File: src/rtl/mem_arbiter_if.sv
// Bundles the fetch-side, data-side and physical-memory handshake signals of the
// memory arbiter. The arbiter takes the slave view; requesters and memory take master.
interface mem_arbiter_if #(
    parameter int ADDR_W = 16,
    parameter int DATA_W = 16
);
    logic              imem_read;
    logic [ADDR_W-1:0] imem_address;
    logic [DATA_W-1:0] imem_rdata;
    logic              imem_resp;

    logic              dmem_read;
    logic              dmem_write;
    logic [ADDR_W-1:0] dmem_address;
    logic [DATA_W-1:0] dmem_wdata;
    logic [DATA_W-1:0] dmem_rdata;
    logic              dmem_resp;

    logic              pmem_read;
    logic              pmem_write;
    logic [ADDR_W-1:0] pmem_address;
    logic [DATA_W-1:0] pmem_wdata;
    logic [DATA_W-1:0] pmem_rdata;
    logic              pmem_resp;

    modport slave (
        input  imem_read, imem_address,
        output imem_rdata, imem_resp,
        input  dmem_read, dmem_write, dmem_address, dmem_wdata,
        output dmem_rdata, dmem_resp,
        output pmem_read, pmem_write, pmem_address, pmem_wdata,
        input  pmem_rdata, pmem_resp
    );

    modport master (
        output imem_read, imem_address,
        input  imem_rdata, imem_resp,
        output dmem_read, dmem_write, dmem_address, dmem_wdata,
        input  dmem_rdata, dmem_resp,
        input  pmem_read, pmem_write, pmem_address, pmem_wdata,
        output pmem_rdata, pmem_resp
    );
endinterface

File: src/rtl/mem_arbiter.sv
// Shares one physical memory port between the fetch (read-only) and data (read/write)
// requesters, one latched transaction at a time, with round-robin tie breaking.
module mem_arbiter #(
    parameter int ADDR_W = 16,
    parameter int DATA_W = 16
) (
    input  logic         clk,
    input  logic         rst_n,
    mem_arbiter_if.slave bus,
    output logic         busy
);
    typedef enum logic [1:0] {
        IDLE    = 2'd0,
        SERVE_I = 2'd1,
        SERVE_D = 2'd2
    } state_t;

    state_t            state;
    state_t            next_state;
    logic              last_d;
    logic              abort;
    logic              op_write;
    logic [ADDR_W-1:0] addr_q;
    logic [DATA_W-1:0] wdata_q;

    logic i_req;
    logic d_req;
    logic grant;
    logic pmem_read_c;
    logic pmem_write_c;
    logic imem_resp_c;
    logic dmem_resp_c;

    assign i_req = bus.imem_read;
    assign d_req = bus.dmem_read | bus.dmem_write;
    assign grant = (state == IDLE) && (next_state != IDLE);

    always_ff @(posedge clk or negedge rst_n) begin
        if (!rst_n) begin
            state <= IDLE;
        end else begin
            state <= next_state;
        end
    end

    // Ties go to whichever side did not win last time, so neither requester starves.
    always_comb begin
        next_state   = state;
        pmem_read_c  = 1'b0;
        pmem_write_c = 1'b0;
        imem_resp_c  = 1'b0;
        dmem_resp_c  = 1'b0;
        case (state)
            IDLE: begin
                if (i_req && d_req) begin
                    next_state = last_d ? SERVE_I : SERVE_D;
                end else if (i_req) begin
                    next_state = SERVE_I;
                end else if (d_req) begin
                    next_state = SERVE_D;
                end
            end
            SERVE_I: begin
                pmem_read_c  = ~op_write;
                pmem_write_c = op_write;
                if (bus.pmem_resp) begin
                    imem_resp_c = ~abort;
                    next_state  = IDLE;
                end
            end
            SERVE_D: begin
                pmem_read_c  = ~op_write;
                pmem_write_c = op_write;
                if (bus.pmem_resp) begin
                    dmem_resp_c = ~abort;
                    next_state  = IDLE;
                end
            end
            default: next_state = IDLE;
        endcase
    end

    // The command is captured on the grant edge so requester-side changes during
    // a transaction never reach memory; a simultaneous read+write becomes a write.
    always_ff @(posedge clk or negedge rst_n) begin
        if (!rst_n) begin
            last_d   <= 1'b0;
            abort    <= 1'b0;
            op_write <= 1'b0;
            addr_q   <= '0;
            wdata_q  <= '0;
        end else if (grant) begin
            last_d   <= (next_state == SERVE_D);
            abort    <= 1'b0;
            op_write <= (next_state == SERVE_D) && bus.dmem_write;
            addr_q   <= (next_state == SERVE_D) ? bus.dmem_address : bus.imem_address;
            wdata_q  <= (next_state == SERVE_D) ? bus.dmem_wdata : '0;
        end else if ((state == SERVE_I && !i_req) || (state == SERVE_D && !d_req)) begin
            abort <= 1'b1;
        end
    end

    assign bus.pmem_read    = pmem_read_c;
    assign bus.pmem_write   = pmem_write_c;
    assign bus.pmem_address = addr_q;
    assign bus.pmem_wdata   = wdata_q;
    assign bus.imem_resp    = imem_resp_c;
    assign bus.dmem_resp    = dmem_resp_c;
    assign bus.imem_rdata   = bus.pmem_rdata;
    assign bus.dmem_rdata   = bus.pmem_rdata;
    assign busy             = (state != IDLE);
endmodule

File: src/flat_wrapper.sv
// flat-port wrapper written by rule: the top's interface ports become plain ports
module mem_arbiter_flat 
#(
    parameter int ADDR_W = 16,
    parameter int DATA_W = 16
)
  (clk, rst_n, busy, bus_imem_read, bus_imem_address, bus_imem_rdata, bus_imem_resp, bus_dmem_read, bus_dmem_write, bus_dmem_address, bus_dmem_wdata, bus_dmem_rdata, bus_dmem_resp, bus_pmem_read, bus_pmem_write, bus_pmem_address, bus_pmem_wdata, bus_pmem_rdata, bus_pmem_resp);
  mem_arbiter_if #(.ADDR_W(ADDR_W), .DATA_W(DATA_W)) bus_i ();
  input  logic clk;
  input  logic rst_n;
  output logic busy;
  input wire logic [$bits(bus_i.imem_read)-1:0] bus_imem_read;
  input wire logic [$bits(bus_i.imem_address)-1:0] bus_imem_address;
  output wire logic [$bits(bus_i.imem_rdata)-1:0] bus_imem_rdata;
  output wire logic [$bits(bus_i.imem_resp)-1:0] bus_imem_resp;
  input wire logic [$bits(bus_i.dmem_read)-1:0] bus_dmem_read;
  input wire logic [$bits(bus_i.dmem_write)-1:0] bus_dmem_write;
  input wire logic [$bits(bus_i.dmem_address)-1:0] bus_dmem_address;
  input wire logic [$bits(bus_i.dmem_wdata)-1:0] bus_dmem_wdata;
  output wire logic [$bits(bus_i.dmem_rdata)-1:0] bus_dmem_rdata;
  output wire logic [$bits(bus_i.dmem_resp)-1:0] bus_dmem_resp;
  output wire logic [$bits(bus_i.pmem_read)-1:0] bus_pmem_read;
  output wire logic [$bits(bus_i.pmem_write)-1:0] bus_pmem_write;
  output wire logic [$bits(bus_i.pmem_address)-1:0] bus_pmem_address;
  output wire logic [$bits(bus_i.pmem_wdata)-1:0] bus_pmem_wdata;
  input wire logic [$bits(bus_i.pmem_rdata)-1:0] bus_pmem_rdata;
  input wire logic [$bits(bus_i.pmem_resp)-1:0] bus_pmem_resp;
  assign bus_i.imem_read = bus_imem_read;
  assign bus_i.imem_address = bus_imem_address;
  assign bus_imem_rdata = bus_i.imem_rdata;
  assign bus_imem_resp = bus_i.imem_resp;
  assign bus_i.dmem_read = bus_dmem_read;
  assign bus_i.dmem_write = bus_dmem_write;
  assign bus_i.dmem_address = bus_dmem_address;
  assign bus_i.dmem_wdata = bus_dmem_wdata;
  assign bus_dmem_rdata = bus_i.dmem_rdata;
  assign bus_dmem_resp = bus_i.dmem_resp;
  assign bus_pmem_read = bus_i.pmem_read;
  assign bus_pmem_write = bus_i.pmem_write;
  assign bus_pmem_address = bus_i.pmem_address;
  assign bus_pmem_wdata = bus_i.pmem_wdata;
  assign bus_i.pmem_rdata = bus_pmem_rdata;
  assign bus_i.pmem_resp = bus_pmem_resp;
  mem_arbiter #(.ADDR_W(ADDR_W), .DATA_W(DATA_W)) u_core (.clk(clk), .rst_n(rst_n), .bus(bus_i), .busy(busy));
endmodule
File: config.mk
export PLATFORM = sky130hd
export DESIGN_NAME = mem_arbiter_flat
export DESIGN_NICKNAME = d
export VERILOG_FILES = /design/src/rtl/mem_arbiter_if.sv /design/src/rtl/mem_arbiter.sv /design/src/flat_wrapper.sv
export SDC_FILE = /design/constraint.sdc
export NUM_CORES = 1
export LEC_CHECK = 0
export CAP_MARGIN = 20
export CORE_ASPECT_RATIO = 0.7
export CORE_MARGIN = 3
export CORE_UTILIZATION = 38
export DETAILED_ROUTE_END_ITERATION = 8
export PLACE_DENSITY = 0.84
export SLEW_MARGIN = 30
export SYNTH_ARGS = -nofsm -noshare
export SYNTH_HDL_FRONTEND = slang
export SYNTH_SLANG_ARGS = --single-unit
File: constraint.sdc
create_clock -name clk -period 3.55 [get_ports clk]
set_input_delay 1.065 -clock clk [delete_from_list [all_inputs] [get_ports clk]]
set_output_delay 1.065 -clock clk [all_outputs]
set_load 0.05 [all_outputs]
==> out/qor.yml <==
gr-total-overflow: 0
synth_warnings: 0
design_area_um2: 2769
power.density_nw_per_um2: 1127
htree_levels: 2
vias_per_cell: 4.670
grt_max_degree: 38
clockBufferDepth: 2
crit_type: "register to output port"
grt_pass1_vias: 1471
synth_xor_area_frac: 0
skew_ns: 0.006485
async_flop_share: 1.000
cts_buffers: 5
syn_inst: 176
grt_usage: 0.1529
synth_top_family_by_area: "compound AO/OA/AOI/OAI gates"
cp_max_fo: 5
hpwl_um: 3359
syn_area_um2: 1958
p_sw_mw: 1.558
timing.rr.start: "u_core.state[0]$_DFF_PN0_"
p_leak_nw: 1.157
diodes: 0
fin_crit_sh: 0.8861
hold_buffers: 0
dieArea_um2: 6064
numClockSinks: 37
slowest_stage: "clkdlybuf4s50_1"
p_sw_frac: 0.4991
synth-seq-area-share: 0.4728
holdPathStages: 1
min_path_type: "register to register"
hold_ws_ns: 0.5107
die_w_um: 91.80
drive_gt1_frac: 0.06329
synthToLayoutAreaGrowth_pct: 41.41
cts_setup_buffers: 0
rsz0062_at_grt: "no"
synth_edf_count: 0
required_ns: 2.48
drv_slew: 0
synthFlopType: "dfrtp_1"
pin_count: 139
path_clk_slew_ns: 0.07
worstPathArrival_ns: 2.08
die_y_um: 66.06
gp_congestion: 0.8087
reg2reg_depth: 8
setup_tns_ns: 0
cts_root_buf: "clkbuf_8"
start_util: 0.4007
placed_cell_area_um2: 2689
cts_tree: "done"
synth_fa_ha_area_frac: 0.02556
cp-start-kind: "register"
via_count: 1429
antenna_found_initial: 0
reg2reg_to: "u_core.bus.pmem_address[11]$_DFFE_PN0P_"
row_count: 21
cts.repair.resized: 0
core_region_area_um2: 4887
peakVddDrop_mv: 0.5515
synth_compound_area_frac: 0.1796
grt_pass1_wl_um: 7162
relSlewSlack: 0.4681
antenna_left: 0
wl_per_cell_um: 14.66
setup_viol: 0
crit_chain: "inv_1 > ha_1 > nor2b_1 > clkdlybuf4s50_1"
cp-end-kind: "output port"
totalWireLength_um: 4486
clkPwrFrac: 0.088
ys_types: 29
period_needed_ns: 3.146
final_hold_viol_count: 0
first_pass_iters: 4
drtIter0Drc: 27
cp_slowest_stage_delay_ns: 0.81
p_seq_frac: 0.238
status: "finished, final reports clean"
portBuffers: 90
route.detailed.drc: 0
max_freq_ghz: 0.3179
ys_ff_latch: 37
hp-start: "u_core.bus.pmem_wdata[14]$_DFFE_PN0P_"
clkLatencyLatePin_ns: 0.28
avgSynthCellArea_um2: 11.13
cp-startpoint: "u_core.state[0]$_DFF_PN0_"
synthMuxAreaShare: 0.08179
pwr-share-comb: 0.674
intPower_mw: 1.564
synth_nets: 250
fin_nets: 310
rrSetupSlack_ns: 1.06
tightest_slew_ns: 0.7979
yosys.area_share.simple: 0.08051
whs_endpoint: "u_core.bus.pmem_wdata[14]$_DFFE_PN0P_"
max_cap_viol_count: 0
-- logic make-up after synthesis --
family | count (synthesis)
compound gates | 44
fa+ha+maj | 4
buf+inv | 43
mux | 16
flops | 37
simple gates | 32
-- worst max path at each step --
stage / endpoint / cells past startpoint
2_1_floorplan: bus_dmem_resp / 1
3_3_place_gp: u_core.bus.pmem_address[14]$_DFFE_PN0P_ / 6
3_5_place_dp: u_core.bus.pmem_address[11]$_DFFE_PN0P_ / 7
4_1_cts: bus_pmem_read / 4
5_1_grt: bus_pmem_read / 4
6_report: bus_pmem_read / 4
-- registers in the layout, indices dropped and copies added (netlist names) --
register                 cells
u_core.abort                 1
u_core.bus.pmem_address     16
u_core.last_d                1
u_core.state                 2
u_core.op_write              1
u_core.bus.pmem_wdata       16
-- cell usage in the layout (no fill, tap or decap), drive strengths merged --
cell type / synthesis / final
nor2b: 3 / 3
a31oi: 1 / 1
and2: 1 / 1
a211oi: 2 / 2
ha: 4 / 4
nor2: 20 / 20
nand2: 1 / 1
o211a: 1 / 1
a31o: 1 / 1
or2b: 1 / 1
inv: 4 / 4
a21oi: 17 / 17
buf: 39 / 5
clkdlybuf4s50: 0 / 87
dfrtp: 37 / 37
o211ai: 1 / 1
nand3b: 2 / 2
a221oi: 1 / 1
and3b: 2 / 2
a21o: 1 / 1
o21ai: 2 / 2
a22o: 17 / 17
or3b: 1 / 1
mux2i: 16 / 16
clkbuf: 0 / 8
nand3: 1 / 1
-- metal layers --
metal | share of wire | track usage | wire length [um]
met5 | 0 | 0 | 0
met2 | 0.41 | 0.2266 | 1850
met3 | 0.11 | 0.06485 | 492
met4 | 0 | 0.04444 | 0
met1 | 0.48 | 0.2042 | 2142
-- cell type report --
cell class	instances	area, um2
fillers	440	2118
repair buffers	92	934.6
inverters	4	15.01
clock buffers	8	80.08
well taps	69	86.33
multi-input cells	96	726.9
flip-flops and latches	37	925.9
-- worst max-delay path, delay by kind of cell (launching register included) --
family	cells	cell delay, ns
fa+ha+maj	1	0.33
buf+inv	2	0.89
flops	1	0.44
simple gates	1	0.14
-- cell usage after synthesis (all sizes together) (2+ instances only) --
master | instances | share of area
buf | 39 | 0.15
ha | 4 | 0.026
nor2 | 20 | 0.038
dfrtp | 37 | 0.47
nand3b | 2 | 0.0077
inv | 4 | 0.0077
a22o | 17 | 0.076
a21oi | 17 | 0.043
nor2b | 3 | 0.0096
and3b | 2 | 0.0089
mux2i | 16 | 0.082
a211oi | 2 | 0.017
o21ai | 2 | 0.0070
-- stage by stage --
stage / std cells / util / setup WS, ns / total power, mW
6_report: 306 / 0.5666 / 0.4044 / 3.121
2_1_floorplan: 176 / - / 0.9629 / 2.360
3_5_place_dp: 298 / 0.5502 / 0.3042 / 2.869
5_1_grt: 306 / 0.5666 / 0.2930 / 3.319
3_3_place_gp: 297 / 0.5463 / 0.2390 / 2.802
4_1_cts: 306 / 0.5666 / 0.3883 / 3.155
-- power groups by stage --
stage          Clock, mW  Sequential, mW  Combinational (mW)
2_1_floorplan          0            1.32                1.04
3_3_place_gp           0           0.746                2.06
3_5_place_dp           0           0.743                2.13
4_1_cts            0.289           0.743                2.12
5_1_grt            0.308           0.771                2.24
6_report           0.275           0.744                2.10
Power figures use the tool's default switching activity.
